**config.mk**
```make
export PLATFORM = sky130hd
export DESIGN_NAME = maxpool_stream_y
export DESIGN_NICKNAME = d
export VERILOG_FILES = /design/src/rtl/maxpool_stream_y.sv
export SDC_FILE = /design/constraint.sdc
export NUM_CORES = 1
export LEC_CHECK = 0
export CAP_MARGIN = 0
export CORE_MARGIN = 3
export CORE_UTILIZATION = 47
export DETAILED_ROUTE_END_ITERATION = 12
export PLACE_DENSITY = 0.74
export SETUP_SLACK_MARGIN = 0.15
export SYNTH_ARGS = -nofsm -noshare
export SYNTH_HDL_FRONTEND = slang
export SYNTH_SLANG_ARGS = --single-unit
```
**constraint.sdc**
```tcl
create_clock -name clk -period 1.75 [get_ports clk]
set_input_delay 0.35 -clock clk [delete_from_list [all_inputs] [get_ports clk]]
set_output_delay 0.35 -clock clk [all_outputs]
set_load 0.01 [all_outputs]
```
**src/rtl/maxpool_stream_y.sv**
```systemverilog
// -----------------------------------------------------------------------------
// maxpool_stream_y
//
// Streaming 1-D max-pool stage for the signed conv output vector y.
// Each frame carries LENY samples; the stage emits the signed maximum of every
// non-overlapping POOL-wide window (stride == POOL). When LENY is not a
// multiple of POOL, the trailing partial window emits its own maximum. Frames
// run back-to-back. The output is a single registered entry, and no frame-level
// buffering is kept.
//
// Parameters
//   WIDTH : sample width, signed two's complement (input and output)
//   LENY  : samples per input frame
//   POOL  : window size and stride, 1..LENY
//
// Ports
//   clk           in   1      clock, all state on posedge
//   reset         in   1      asynchronous active-low reset
//   s_data_in_y   in   WIDTH  signed input sample
//   s_valid_y     in   1      input valid
//   s_ready_y     out  1      input ready (combinational from m_ready_z)
//   m_data_out_z  out  WIDTH  signed pooled output (registered)
//   m_valid_z     out  1      output valid
//   m_ready_z     in   1      output ready
//   m_last_z      out  1      last pooled output of a frame
//
// Configuration
//   MAXPOOL_LAST_EN : when defined, m_last_z is registered alongside
//                     m_data_out_z and marks the window that closed at the
//                     final frame position. When undefined, m_last_z is tied 0.
// -----------------------------------------------------------------------------
module maxpool_stream_y #(
    parameter int WIDTH = 8,
    parameter int LENY  = 5,
    parameter int POOL  = 2
) (
    input  logic                    clk,
    input  logic                    reset,
    input  logic signed [WIDTH-1:0] s_data_in_y,
    input  logic                    s_valid_y,
    output logic                    s_ready_y,
    output logic signed [WIDTH-1:0] m_data_out_z,
    output logic                    m_valid_z,
    input  logic                    m_ready_z,
    output logic                    m_last_z
);

    localparam int WC_W = (POOL > 1) ? $clog2(POOL) : 1;
    localparam int PS_W = (LENY > 1) ? $clog2(LENY) : 1;
    localparam logic [WC_W-1:0] WC_LAST = WC_W'(POOL - 1);
    localparam logic [PS_W-1:0] PS_LAST = PS_W'(LENY - 1);

    // Ties return the running value, so an equal newcomer never replaces it.
    function automatic logic signed [WIDTH-1:0] max_signed(
        input logic signed [WIDTH-1:0] run,
        input logic signed [WIDTH-1:0] nxt
    );
        return (nxt > run) ? nxt : run;
    endfunction

    logic signed [WIDTH-1:0] acc;
    logic [WC_W-1:0]         win_cnt;
    logic [PS_W-1:0]         pos;

    logic                    accept;
    logic                    frame_end;
    logic                    close;
    logic signed [WIDTH-1:0] cand;

    // The slot can take a new value whenever it is empty or being drained now.
    assign s_ready_y = !m_valid_z || m_ready_z;

    // ---- stage 0: window compare on the incoming sample ----
    always_comb begin
        accept    = s_valid_y && s_ready_y;
        frame_end = (pos == PS_LAST);
        close     = (win_cnt == WC_LAST) || frame_end;
        cand      = (win_cnt == '0) ? s_data_in_y : max_signed(acc, s_data_in_y);
    end

    // ---- stage 1: window state and registered output slot ----
    always_ff @(posedge clk or negedge reset) begin
        if (!reset) begin
            acc          <= '0;
            win_cnt      <= '0;
            pos          <= '0;
            m_data_out_z <= '0;
            m_valid_z    <= 1'b0;
        end else begin
            if (accept) begin
                // The frame boundary also closes the window, so win_cnt restarts
                // at the same time as pos.
                pos <= frame_end ? '0 : pos + PS_W'(1);
                if (close) begin
                    m_data_out_z <= cand;
                    acc          <= '0;
                    win_cnt      <= '0;
                end else begin
                    acc     <= cand;
                    win_cnt <= win_cnt + WC_W'(1);
                end
            end
            // A closing accept refills the slot even while it drains, which
            // keeps full throughput. Without one, a taken output empties it.
            if (accept && close) begin
                m_valid_z <= 1'b1;
            end else if (m_ready_z) begin
                m_valid_z <= 1'b0;
            end
        end
    end

`ifdef MAXPOOL_LAST_EN
    always_ff @(posedge clk or negedge reset) begin
        if (!reset) begin
            m_last_z <= 1'b0;
        end else if (accept && close) begin
            m_last_z <= frame_end;
        end
    end
`else
    assign m_last_z = 1'b0;
`endif

endmodule
```
==> results of run 1 <==
## worst max-delay path by stage
stage / slack (ns) / end / cells past startpoint
2_1_floorplan: -0.03 / m_data_out_z[6] / 7
3_3_place_gp: -0.58 / m_data_out_z[7] / 7
3_5_place_dp: -0.59 / m_data_out_z[0] / 7
4_1_cts: -0.15 / m_data_out_z[3] / 8
5_1_grt: -0.33 / m_data_out_z[2] / 8
6_report: -0.26 / m_data_out_z[5] / 8
## registers in the layout, summed over array words and instances (netlist names)
register and flops:
acc 8, m_data_out_z 8, m_valid_z 1, pos 3, win_cnt 1
## repair_timing
item | in CTS | in global routing
gates resized for setup | 29 | 11
pin swaps | 6 | 14
endpoints found under the setup margin | 10 | 15
cloned | 2 | 0
buffers inserted | 5 | 2
## worst max-delay path, delay by kind of cell (launching register included)
family,cells,cell delay [ns]
AOI/OAI and AO/OA,3,0.79
DFF,1,0.39
buffers and inverters,2,0.26
adders and majority gates,1,0.26
and+or+nand+nor,2,0.21
## power groups by stage
stage          logic [µW]  clock network (µW)  registers, µW
2_1_floorplan         889                   0            900
3_3_place_gp         1560                   0            853
3_5_place_dp         1610                   0            861
4_1_cts              1860                 248            852
5_1_grt              2100                 266            883
6_report             1940                 248            848
## area by class of cell
type | instances | area [µm²]
multi-input cells | 87 | 886
clock buffers | 3 | 22.5
repair buffers | 56 | 475
clock inverters | 1 | 5.00
fillers | 156 | 572
well taps | 30 | 37.5
inverters | 11 | 43.8
flip-flops and latches | 21 | 526
## stage by stage
| step | worst slack (ns) | hold WS (ns) | instance area, µm² |
|---|---|---|---|
| finish | -0.265 | 0.362 | 2000 |
| global route | -0.333 | 0.381 | 2000 |
| CTS | -0.154 | 0.377 | 1940 |
| detailed placement | -0.589 | 0.526 | 1750 |
| global placement | -0.577 | 0.521 | 1750 |
| floorplan | -0.0281 | 0.0544 | 1320 |
## kinds of logic after synthesis
| group | synth area share (%) |
|---|---|
| buf+inv | 5.13 |
| simple gates | 16.2 |
| mux | 7.70 |
| flops | 39.9 |
| compound gates | 21.3 |
| fa+ha+maj | 9.51 |
| other cells | 0.285 |
## cell usage after synthesis, types with 2 or more instances
library cell | instances | share of area [%]
sky130_fd_sc_hd__dfrtp_1 | 21 | 40
sky130_fd_sc_hd__inv_1 | 11 | 3.1
sky130_fd_sc_hd__ha_1 | 10 | 9.5
sky130_fd_sc_hd__mux2_2 | 9 | 7.7
sky130_fd_sc_hd__nand2_1 | 9 | 2.6
sky130_fd_sc_hd__a211o_1 | 8 | 5.3
sky130_fd_sc_hd__a22o_1 | 8 | 5.3
sky130_fd_sc_hd__nor2b_1 | 8 | 3.8
sky130_fd_sc_hd__nor4_1 | 8 | 3.8
sky130_fd_sc_hd__a21o_1 | 3 | 1.7
sky130_fd_sc_hd__buf_2 | 3 | 1.1
sky130_fd_sc_hd__o21ai_0 | 3 | 1.1
sky130_fd_sc_hd__nor2_1 | 2 | 0.57
## layer usage
metal  up-vias  wire length (µm)
li1        565                 -
met1       590              1510
met2        35              1710
met3         9               167
met4         0                92
met5         -                 0
==> run_results.csv, run 1 <==
group,metric,value,unit
run_status,run_status,"finished, violations left",
run_status,failed_checks,"negative setup slack",
layout,area_growth,51.6,%
cts,cts_max_path_buffers,2,
timing,finalCriticalPeriod,2.01,ns
grt,maximum_number_of_pins_on_one_net_before_global_route_repair,24,
timing,fmax,496,MHz
grt,first_global_vias,1221,
synth,synth_edf_count,0,
critical_path,worst_setup_path_start_kind,"flop",
layout,antenna-diode-count,0,
die,die_w,58.9,µm
grt,antenna_found_initial,0,
route,post_drt_via_cell_ratio,5.74,
timing,report.final.setup_viol,8,
critical_path,timing.reg2reg.setup_slack,-0.26,ns
grt,globalRouteOverflowTotal,0,
cts,root_buffer_selected_by_cts,"sky130_fd_sc_hd__clkbuf_4",
timing,maxSlewViolCount,0,
power,share_clk_of_total_power,8.2,%
route,drt-wirelength-per-cell,16.6,µm
synth,yosys_warning_count,0,
layout,mostFrequentLayoutCell,"sky130_fd_sc_hd__buf_4",
layout,most-common-layout-cells,"35 x sky130_fd_sc_hd__buf_4, 21 x sky130_fd_sc_hd__dfrtp_1, 9 x sky130_fd_sc_hd__mux2_2",
cts,cts_buffers,3,
place,placedCellCount,196,
timing,post_route_fraction_of_the_period_consumed_by_the_critical_path,115,%
critical_path,startpoint_of_the_worst_slack_reg_to_reg_timing_path,"acc[1]",
timing,rsz0062_at_grt,"true",
grt,combined_global_route_utilization_of_all_metal_layers,20.8,%
power,standby_leakage_power,0.000953,µW
cts,clk_latency,0.32,ns
synth,synthFlopType,"sky130_fd_sc_hd__dfrtp_1",
job,maximum_capacitance_violations,0,
cts,total_of_hold_buffers_inserted_after_clock_tree_synthesis,0,
power,power.sequential.fraction,28.0,%
critical_path,critical_path_arrival,2.24,ns
layout,fin_cells,209,
critical_path,worst-path-max-fanout,4,
die,initial_utilization,51.3,%
critical_path,r2r_cells,8,
grt,grt_util_met2,35.0,%
critical_path,critical_path.slowest_cell,"sky130_fd_sc_hd__dfrtp_1",
die,placementRows,18,
place,i_o_buffers,21,
cts,cts_tree,"done",
synth,post_synth_inst_count,122,
synth,yosysUniqueCellTypes,32,
die,die_height,58.9,µm
grt,globalRouteMet1Util,26.5,%
power,intPower,1830,µW
route,remaining_drc_errors,0,
timing,timing_hold_violations_final,0,
timing,fin_skew,0.0118,ns
place,detailed_place_hpwl,2170,µm
layout,post-route-util,77.7,%
power,power.switching_fraction,39.6,%
route,detail-route-antenna-nets,0,
cts,cts_max_level,1,
synth,syn_nets,144,
grt,grt.busiest_layer,"met2",
critical_path,critical_path_required,1.97,ns
place,place_congestion,0.789,
power,combinationalPowerShare,63.9,%
timing,setup_tns,-1.90,ns
grt,grt_first_pass_wirelength,5480,µm
min_path,hold_path.class,"in2async",
synth,post_synthesis_sequential_area_ratio,39.9,%
critical_path,worstReg2RegEnd,"m_data_out_z[5]",
critical_path,timing.critical_path.cells,"inv_2 -> ha_4 -> nor2b_4 -> o211ai_1 -> buf_4 -> a211oi_4 -> nor4_1 -> a211o_1",
timing,finalWorstSetupSlack,-0.265,ns
route,initialDrtViolationCount,37,
die,io_pins,23,
critical_path,endpoint_kind,"flop",
synth,synthesis.area,1320,µm²
power,cellPowerDensity,1520,nW/µm²
critical_path,crit_path_max_incr_delay,0.39,ns
synth,postSynthAreaPerCell,10.8,µm²
power,total_power,3030,µW
layout,share_of_final_layout_standard_cells_stronger_than_drive_strength_1,43.0,%
route,via_count,1199,
route,first_pass_drt_iterations,4,
route,postRouteWirelength,3480,µm
grt,gr-usage-met3,3.29,%
power,vdd_ir_drop_max,0.00102,V
die,die_area,3470,µm²
critical_path,cp-startpoint,"acc[1]",
die,standard_cell_core_area,2570,µm²
critical_path,criticalPathCategory,"reg2reg",
cts,clk_transition_reported_paths,0.13,ns
layout,final_net_count,202,
cts,cts.sink_count,21,
synth,synth.ff_latch_count,21,
synth,synth_async_sr_flop_share,100,%
power,p_sw,1200,µW
Note: power is estimated with default switching activity, not from simulation.
==> inputs of run 2 (changes only) <==
--- a/config.mk
+++ b/config.mk
@@ -9,7 +9,9 @@
 export CORE_MARGIN = 3
 export CORE_UTILIZATION = 47
 export DETAILED_ROUTE_END_ITERATION = 12
+export GPL_ROUTABILITY_DRIVEN = 0
 export PLACE_DENSITY = 0.74
+export REMOVE_ABC_BUFFERS = 1
 export SETUP_SLACK_MARGIN = 0.15
 export SYNTH_ARGS = -nofsm -noshare
 export SYNTH_HDL_FRONTEND = slang
==> run_results.csv, run 2 (synthesis results as in run 1) <==
group,metric,value,unit
run_status,run_status,"finished, violations left",
run_status,failed_checks,"negative setup slack",
cts,cts_max_path_buffers,2,
die,standard_cell_core_area,2570,µm²
critical_path,r2r_cells,10,
layout,area_growth,56.9,%
timing,fmax,491,MHz
layout,multi_input_area,917,µm²
critical_path,critical_path_required,1.98,ns
cts,clk_transition_reported_paths,0.14,ns
route,remaining_drc_errors,0,
critical_path,crit_path_max_incr_delay,0.39,ns
timing,setup_tns,-1.82,ns
layout,sequential_standard_cell_area,526,µm²
place,i_o_buffers,21,
timing,fin_skew,0.00334,ns
power,standby_leakage_power,0.00101,µW
route,drt-wirelength-per-cell,20.2,µm
route,first_pass_drt_iterations,4,
route,post_drt_via_cell_ratio,5.97,
cts,cts_tree,"done",
layout,num-fill-cells,155,
cts,clk_latency,0.32,ns
cts,root_buffer_selected_by_cts,"sky130_fd_sc_hd__clkbuf_4",
power,vdd_ir_drop_max,0.00143,V
die,io_pins,23,
die,initial_utilization,51.3,%
critical_path,critical_path_arrival,2.26,ns
place,placedCellCount,197,
critical_path,startpoint_of_the_worst_slack_reg_to_reg_timing_path,"acc[1]",
route,via_count,1265,
layout,most-common-layout-cells,"38 x sky130_fd_sc_hd__buf_4, 21 x sky130_fd_sc_hd__dfrtp_1, 12 x sky130_fd_sc_hd__dlymetal6s2s_1",
layout,fin_cells,212,
cts,cts_buffers,3,
cts,total_of_hold_buffers_inserted_after_clock_tree_synthesis,0,
critical_path,crit_top_cell,"sky130_fd_sc_hd__buf_4",
layout,antenna-diode-count,0,
grt,maximum_number_of_pins_on_one_net_before_global_route_repair,24,
cts,cts_max_level,1,
layout,final_net_count,205,
grt,globalRouteOverflowTotal,0,
grt,first_global_vias,1269,
timing,finalWorstSetupSlack,-0.285,ns
die,die_w,58.9,µm
power,cellPowerDensity,1560,nW/µm²
critical_path,worst-path-max-fanout,3,
grt,combined_global_route_utilization_of_all_metal_layers,22.9,%
place,preCtsSetupSlack,-0.612,ns
die,die_area,3470,µm²
timing,rsz0062_at_grt,"true",
timing,worst_hold_slack,0.365,ns
critical_path,worst_setup_path_start_kind,"flop",
timing,finalCriticalPeriod,2.04,ns
layout,registers_with_the_highest_flip_flop_counts,"acc x8, m_data_out_z x8, pos x3",
critical_path,crit_family,"compound AO/OA/AOI/OAI gates",
critical_path,crit_buf_inv,4,
timing,maxSlewViolCount,0,
critical_path,criticalPathCategory,"reg2reg",
die,die_height,58.9,µm
critical_path,critical_path.slowest_cell,"sky130_fd_sc_hd__dfrtp_1",
grt,grt_first_pass_wirelength,5980,µm
critical_path,worstReg2RegEnd,"m_data_out_z[3]",
min_path,hold_path.class,"in2async",
timing,post_route_fraction_of_the_period_consumed_by_the_critical_path,116,%
job,maximum_capacitance_violations,0,
grt,antenna_found_initial,0,
place,detailed_place_hpwl,2330,µm
cts,cts.sink_count,21,
layout,share_of_final_layout_standard_cells_stronger_than_drive_strength_1,46.7,%
timing,timing_hold_violations_final,0,
critical_path,timing.critical_path.cells,"inv_2 -> ha_4 -> nor2b_4 -> o211ai_1 -> buf_4 -> buf_4 -> a211oi_4 -> buf_4 -> nor4_1 -> a211o_1",
die,placementRows,18,
timing,report.final.setup_viol,8,
route,detail-route-antenna-nets,0,
critical_path,endpoint_kind,"flop",
route,initialDrtViolationCount,32,
layout,mostFrequentLayoutCell,"sky130_fd_sc_hd__buf_4",
route,postRouteWirelength,4280,µm
critical_path,timing.reg2reg.setup_slack,-0.29,ns
==> run 2: repair_timing <==
item / 4_1_cts / 5_1_grt
setup buffers: 5 / 4
pin swaps: 25 / 17
gates cloned: 2 / 0
setup endpoints to repair: 10 / 14
resized for setup: 19 / 25
endpoints found under the hold margin: 0 / 0
==> run 2: worst max path at each step <==
stage                              start               to  slack, ns  cells after the start
final                             acc[1]  m_data_out_z[3]      -0.29                     10
after global routing              acc[1]  m_data_out_z[3]      -0.33                     10
after CTS                         acc[1]  m_data_out_z[1]      -0.22                      7
after detailed placement  s_data_in_y[5]  m_data_out_z[7]      -0.61                      7
after global placement    s_data_in_y[1]  m_data_out_z[6]      -0.56                      7
after floorplan                m_valid_z  m_data_out_z[6]      -0.11                      5
==> run 2: power by group <==
part	leakage [µW]	total, µW	internal [µW]	switching (µW)
Clock	0.0000177	263	85.7	177
Combinational	0.000733	2100	1100	1010
Sequential	0.000258	866	711	155
==> run 2: routing by layer <==
metal  up-vias  GRT usage [%]  share of wire [%]
met5         -              0                  0
met4         0           8.74                3.2
met1       634           28.9                 41
met3        15           3.51                5.1
met2        44           39.3                 51
li1        572              -                  -
==> run 2: final cells by class <==
| type | count | share of cell area, % |
|---|---|---|
| clock buffer | 3 | 1.09 |
| clock inverter | 1 | 0.242 |
| inverter | 11 | 2.00 |
| multi-input combinational | 87 | 44.4 |
| sequential | 21 | 25.4 |
| tap | 30 | 1.82 |
| timing repair buffer | 59 | 25.0 |
==> run 2: per-stage QoR <==
stage / util (%) / power (µW) / instance area (µm²)
floorplan: - / 1760 / 1290
global placement: 68.4 / 2450 / 1760
detailed placement: 68.4 / 2510 / 1760
CTS: 75.3 / 2980 / 1930
global route: 80.5 / 3420 / 2070
finish: 80.5 / 3230 / 2070
